$ cat config.mk
export PLATFORM = sky130hd
export DESIGN_NAME = alu_arbiter
export DESIGN_NICKNAME = d
export VERILOG_FILES = /design/src/rtl/alu_arbiter.sv
export SDC_FILE = /design/constraint.sdc
export NUM_CORES = 1
export LEC_CHECK = 0
export BUFFER_PORTS_ARGS = -buffer_cell sky130_fd_sc_hd__clkbuf_2
export CELL_PAD_IN_SITES_DETAIL_PLACEMENT = 1
export CELL_PAD_IN_SITES_GLOBAL_PLACEMENT = 2
export CORE_MARGIN = 4
export CORE_UTILIZATION = 35
export DETAILED_ROUTE_END_ITERATION = 16
export GPL_TIMING_DRIVEN = 1
export PLACE_DENSITY_LB_ADDON = 0.1
export SYNTH_ARGS = -nofsm -noshare
export SYNTH_HDL_FRONTEND = slang
export SYNTH_SLANG_ARGS = --single-unit
export TNS_END_PERCENT = 50
$ cat constraint.sdc
create_clock -name i_clk -period 5.86 [get_ports i_clk]
set_input_delay 0.293 -clock i_clk [delete_from_list [all_inputs] [get_ports i_clk]]
set_output_delay 0.293 -clock i_clk [all_outputs]
set_load 0.005 [all_outputs]
$ cat src/rtl/alu_arbiter.sv
// alu_arbiter: two-requester arbiter feeding a shared 32-bit ALU through a
// two-stage issue/response pipeline. Stage 1 holds the granted operation and
// drives the ALU; stage 2 registers the result and its requester ID.
// Optional feature macro: ALU_ARB_RR_EN. When it is defined, conflicts are
// resolved round-robin. When it is undefined, requester 0 has fixed priority.

module alu (
  input  logic [31:0] i_a,
  input  logic [31:0] i_b,
  input  logic [3:0]  i_op,
  output logic [31:0] o_result
);

  typedef enum logic [3:0] {
    OP_ADD  = 4'b0000,
    OP_SLL  = 4'b0001,
    OP_SLT  = 4'b0010,
    OP_SLTU = 4'b0011,
    OP_XOR  = 4'b0100,
    OP_SRL  = 4'b0101,
    OP_OR   = 4'b0110,
    OP_AND  = 4'b0111,
    OP_SUB  = 4'b1000,
    OP_SRA  = 4'b1101,
    OP_PASS = 4'b1111
  } alu_op_e;

  logic [4:0] shamt;

  // Combinational ALU; any unlisted op code yields zero.
  always_comb begin
    o_result = '0;
    shamt    = i_b[4:0];
    case (alu_op_e'(i_op))
      OP_ADD:  o_result = i_a + i_b;
      OP_SUB:  o_result = i_a - i_b;
      OP_SLT:  o_result = {31'd0, $signed(i_a) < $signed(i_b)};
      OP_SLTU: o_result = {31'd0, i_a < i_b};
      OP_XOR:  o_result = i_a ^ i_b;
      OP_OR:   o_result = i_a | i_b;
      OP_AND:  o_result = i_a & i_b;
      OP_SLL:  o_result = i_a << shamt;
      OP_SRL:  o_result = i_a >> shamt;
      OP_SRA:  o_result = $unsigned($signed(i_a) >>> shamt);
      OP_PASS: o_result = i_b;
      default: o_result = '0;
    endcase
  end

endmodule

module alu_arbiter (
  input  logic        i_clk,
  input  logic        i_rst,
  input  logic        i_req0_valid,
  output logic        o_req0_ready,
  input  logic [31:0] i_req0_operand_a,
  input  logic [31:0] i_req0_operand_b,
  input  logic [3:0]  i_req0_alu_op,
  input  logic        i_req1_valid,
  output logic        o_req1_ready,
  input  logic [31:0] i_req1_operand_a,
  input  logic [31:0] i_req1_operand_b,
  input  logic [3:0]  i_req1_alu_op,
  output logic        o_rsp_valid,
  input  logic        i_rsp_ready,
  output logic [31:0] o_rsp_data,
  output logic        o_rsp_id,
  output logic        o_busy
);

  logic        s1_valid_q, s1_valid_d;
  logic        s1_id_q,    s1_id_d;
  logic [31:0] s1_a_q,     s1_a_d;
  logic [31:0] s1_b_q,     s1_b_d;
  logic [3:0]  s1_op_q,    s1_op_d;
  logic        s2_valid_q, s2_valid_d;
  logic        s2_id_q,    s2_id_d;
  logic [31:0] s2_data_q,  s2_data_d;
`ifdef ALU_ARB_RR_EN
  logic        ptr_q,      ptr_d;
`endif

  logic        s2_free, s1_free;
  logic        pick1, grant0, grant1;
  logic [31:0] alu_result;

  alu u_alu (
    .i_a      (s1_a_q),
    .i_b      (s1_b_q),
    .i_op     (s1_op_q),
    .o_result (alu_result)
  );

  // Arbitration, stage advance and next-state computation.
  always_comb begin
    s2_free = !s2_valid_q | i_rsp_ready;
    s1_free = !s1_valid_q | s2_free;

`ifdef ALU_ARB_RR_EN
    pick1 = i_req1_valid & (!i_req0_valid | ptr_q);
`else
    pick1 = i_req1_valid & !i_req0_valid;
`endif
    grant0 = i_req0_valid & !pick1 & s1_free & !i_rst;
    grant1 = pick1 & s1_free & !i_rst;

    s1_valid_d = s1_valid_q;
    s1_id_d    = s1_id_q;
    s1_a_d     = s1_a_q;
    s1_b_d     = s1_b_q;
    s1_op_d    = s1_op_q;
    s2_valid_d = s2_valid_q;
    s2_id_d    = s2_id_q;
    s2_data_d  = s2_data_q;
`ifdef ALU_ARB_RR_EN
    ptr_d      = ptr_q;
    if (grant0) ptr_d = 1'b1;
    if (grant1) ptr_d = 1'b0;
`endif

    // S2 keeps its last data when it drains with S1 empty; only valid drops.
    if (s2_free) begin
      s2_valid_d = s1_valid_q;
      if (s1_valid_q) begin
        s2_id_d   = s1_id_q;
        s2_data_d = alu_result;
      end
    end

    if (s1_free) begin
      s1_valid_d = grant0 | grant1;
      if (grant1) begin
        s1_id_d = 1'b1;
        s1_a_d  = i_req1_operand_a;
        s1_b_d  = i_req1_operand_b;
        s1_op_d = i_req1_alu_op;
      end else if (grant0) begin
        s1_id_d = 1'b0;
        s1_a_d  = i_req0_operand_a;
        s1_b_d  = i_req0_operand_b;
        s1_op_d = i_req0_alu_op;
      end
    end
  end

  // Pipeline and pointer registers with synchronous reset.
  always_ff @(posedge i_clk) begin
    if (i_rst) begin
      s1_valid_q <= 1'b0;
      s1_id_q    <= 1'b0;
      s1_a_q     <= '0;
      s1_b_q     <= '0;
      s1_op_q    <= '0;
      s2_valid_q <= 1'b0;
      s2_id_q    <= 1'b0;
      s2_data_q  <= '0;
`ifdef ALU_ARB_RR_EN
      ptr_q      <= 1'b0;
`endif
    end else begin
      s1_valid_q <= s1_valid_d;
      s1_id_q    <= s1_id_d;
      s1_a_q     <= s1_a_d;
      s1_b_q     <= s1_b_d;
      s1_op_q    <= s1_op_d;
      s2_valid_q <= s2_valid_d;
      s2_id_q    <= s2_id_d;
      s2_data_q  <= s2_data_d;
`ifdef ALU_ARB_RR_EN
      ptr_q      <= ptr_d;
`endif
    end
  end

  assign o_req0_ready = grant0;
  assign o_req1_ready = grant1;
  assign o_rsp_valid  = s2_valid_q;
  assign o_rsp_data   = s2_data_q;
  assign o_rsp_id     = s2_id_q;
  assign o_busy       = s1_valid_q | s2_valid_q;

endmodule

==> impl_metrics.ini <==
[yosys]
synth_area_sq_um = 13200
synthMuxAreaShare_pct = 18.38
synth_top_family_by_area = compound AO/OA/AOI/OAI gates
synth-seq-cells = 104
synthXorXnorAreaFrac_pct = 0.9954
yosysSeqAreaShare_pct = 15.77
syn_area_per_cell_sq_um = 7.568
yosysWarnings = 0
ys.flop_type = dfxtp_1
synthCells = 1744
synthAdderAreaFrac_pct = 9.878
synthDistinctLibCells = 81
synth_nets = 1988
yosys.area_share.simple_pct = 17.72
synth_compound_area_share_pct = 29.14
async_flop_share_pct = 0
synth_edf_count = 0

[sta]
rsz0062_at_grt = false
setup-tns-final_ns = 0
fmax_ghz = 0.2303
finalCriticalPeriod_ns = 4.342
hold_viol = 0
timing.final.crit_share_pct = 74.09
finalMaxSlewViolations = 0
relSlewSlack_pct = 15.45
fin_worst_skew_ns = 0.009469
worst_slew_pin_slew_ns = 1.236
setup_viol = 0

[cts]
h-tree-depth = 3
postCtsHoldBufs = 0
ctsResizeCount = 0
clk_pin_slew_ns = 0.09
cts_made_buffers = 9
cts_sinks = 104
cts_tree = built
post_cts_buffers = 0
cts_max_path_buffers = 2
clk_latency_ns = 0.40
root_buffer = clkbuf_16

[detailed_routing]
vias_per_cell = 6.243
initialDrtViolationCount = 1157
drtAntennaViolNets = 0
drtPass1Iterations = 7
wl_um = 65630
vias = 14570
drcViolationCount = 0
wl_per_cell_um = 28.12

[final_layout]
drive_gt1_share_pct = 17.71
design_area_sq_um = 14720
fill_cells = 4580
layout_common_cells = 244 x nor2_1, 176 x clkbuf_2, 136 x a21oi_1
areaGrowthSynthToFinish_pct = 11.52
final_common_cell = nor2_1
final_util_pct = 39.92
fin_nets = 2068

[pwr]
combinationalPowerShare_pct = 47.2
p_switching_mw = 1.370
clkPwrFrac_pct = 24.0
intPower_mw = 1.636
ir_worst_vdd_mv = 0.1382
sw_frac_of_total_pct = 45.56
leakage_nw = 5.813
pwr_density_cell_nw_per_um2 = 204.2
p_seq_share_pct = 28.8

[critical_path]
ff2ff_path_depth = 12
r2r_end = o_rsp_data[29]
arrival_ns = 4.65
start_kind = flip-flop
critical_path_required_ns = 6.17
r2r_setup_slack_ns = 1.52
critPathMaxStageDelay_ns = 1.07
cp-end-kind = flip-flop
critPathKind = flip-flop to flip-flop
worstPathMaxFanout = 13
crit_buf_inv = 2
critPathTopFamily = compound AO/OA/AOI/OAI gates
worstReg2RegStart = s1_a_q[4]
cp.depth = 12
crit_path_end = o_rsp_data[29]
cp_slowest_cell = a2111oi_0
crit_path_cell_trace = inv_1 > ha_1 > inv_1 > nor4_1 > o211ai_1 > a2111oi_0 > a211oi_1 > o21bai_1 > nand2_1 > a21oi_1 > nor3_1 > a221oi_1
cp_common_cell = inv_1
cp-startpoint = s1_a_q[4]

[grt]
grt_first_pass_wirelength_um = 97790
grt_pass1_vias = 14900
grt_start_max_net_pins = 87
grt_usage_pct = 31.28
antenna_found_initial = 1
grt_overflow = 0

[floorplanning]
fp-row-count = 70
die_w_um = 202.2
dieArea_sq_um = 40880
core_sq_um = 36870
pin_count = 178
initial_core_util_pct = 35.80
chipHeight_um = 202.2

[placed_design]
gp_congestion = 0.9503
dpl_cell_area_sq_um = 14390
dp_hpwl_um = 49770
place.port_buffers = 177

[job]
max_cap_viol_count = 0

[worst_hold_path]
hold_path_class = input port to flip-flop

[status]
status = complete, no violations
-- power by group through the flow --
stage | combinational (mW) | sequential (mW) | clock, mW
floorplan | 0.920 | 0.834 | 0
global placement | 1.38 | 0.879 | 0
detailed placement | 1.39 | 0.882 | 0
CTS | 1.40 | 0.866 | 0.737
global route | 1.53 | 0.876 | 0.756
finish | 1.42 | 0.866 | 0.722
-- final cells by class --
| cell class | instances | area (sq um) | area share [%] |
|---|---|---|---|
| Timing Repair Buffer | 221 | 1219 | 8.280 |
| Antenna cell | 1 | 2.502 | 0.01700 |
| Clock inverter | 6 | 86.33 | 0.5865 |
| Inverter | 98 | 367.9 | 2.499 |
| Clock buffer | 10 | 239.0 | 1.624 |
| Sequential cell | 104 | 2093 | 14.22 |
| Tap cell | 504 | 630.6 | 4.284 |
| Multi-Input combinational cell | 1390 | 10080 | 68.49 |
-- worst min-delay path by stage --
stage | from | depth (start not counted) | slack (ns) | end
3_5_place_dp | o_rsp_data[13] | 2 | 0.46 | o_rsp_data[13]
4_1_cts | i_req1_operand_b[5] | 3 | 0.11 | s1_b_q[5]
2_1_floorplan | i_req0_valid | 1 | 0.39 | s1_id_q
6_report | i_req0_valid | 2 | 0.12 | s1_id_q
5_1_grt | i_req1_operand_b[5] | 3 | 0.13 | s1_b_q[5]
3_3_place_gp | o_rsp_data[13] | 2 | 0.44 | o_rsp_data[13]
-- kinds of logic (layout without fill, tap and decap cells) --
logic type | count (synthesis) | count (layout)
DFF | 104 | 104
adders and majority gates | 103 | 103
other | 0 | 1
muxes | 166 | 166
buffers and inverters | 250 | 335
and+or+nand+nor | 533 | 533
xor gates and xnor gates | 15 | 15
AOI/OAI and AO/OA | 573 | 573
-- per-layer routing --
| metal | GRT usage (%) | wire length [um] | up-vias | share of wire (%) |
|---|---|---|---|---|
| met1 | 41.25 | 28670 | 7269 | 44 |
| met5 | 0 | 0 | - | 0 |
| met4 | 15.47 | 3650 | 0 | 5.6 |
| met2 | 50.56 | 29980 | 541 | 46 |
| met3 | 4.075 | 3332 | 134 | 5.1 |
| li1 | - | - | 6628 | - |
-- registers in the layout (all words and copies together), names as in the netlist --
signal,cells
s1_id_q,1
o_rsp_data,32
o_rsp_id,1
s1_valid_q,1
s1_op_q,4
s1_b_q,32
o_rsp_valid,1
s1_a_q,32
-- per-stage QoR --
stage          power (mW)  setup WS [ns]  instances  hold slack [ns]
6_report            3.006          1.519       2334           0.1174
5_1_grt             3.162          1.231       2333           0.1268
4_1_cts             3.001          1.671       2333           0.1077
3_5_place_dp        2.271          1.691       2317           0.4564
2_1_floorplan       1.754          1.810       1744           0.3896
3_3_place_gp        2.259          1.813       2317           0.4450
-- cells in the mapped netlist (7+ instances only) --
master / number / area [sq um]
nor2_1: 246 / 923.4
a21oi_1: 136 / 680.7
nand2_1: 135 / 506.7
o21ai_0: 110 / 550.5
dfxtp_1: 104 / 2082
mux2i_1: 103 / 1031
ha_1: 101 / 1264
clkbuf_1: 95 / 356.6
a211oi_1: 94 / 705.7
inv_1: 94 / 352.8
mux4_2: 49 / 1104
nor3_1: 31 / 155.2
buf_2: 29 / 145.1
a221oi_1: 25 / 219.0
nand3_1: 24 / 120.1
a22oi_1: 23 / 172.7
o211ai_1: 18 / 135.1
a31oi_1: 15 / 93.84
buf_4: 15 / 112.6
a21o_1: 14 / 105.1
nand2b_1: 14 / 87.58
o21bai_1: 14 / 105.1
nand4_1: 12 / 75.07
nor2b_1: 12 / 75.07
nor4_1: 12 / 75.07
and2_1: 11 / 68.82
o2111ai_1: 11 / 96.34
o22ai_1: 11 / 68.82
xnor2_1: 11 / 96.34
buf_1: 10 / 37.54
o221ai_1: 10 / 87.58
a22o_1: 9 / 78.83
or3_1: 9 / 56.30
a21boi_0: 8 / 60.06
mux4_1: 8 / 210.2
and3_1: 7 / 43.79
(Power assumes the default switching activity.)
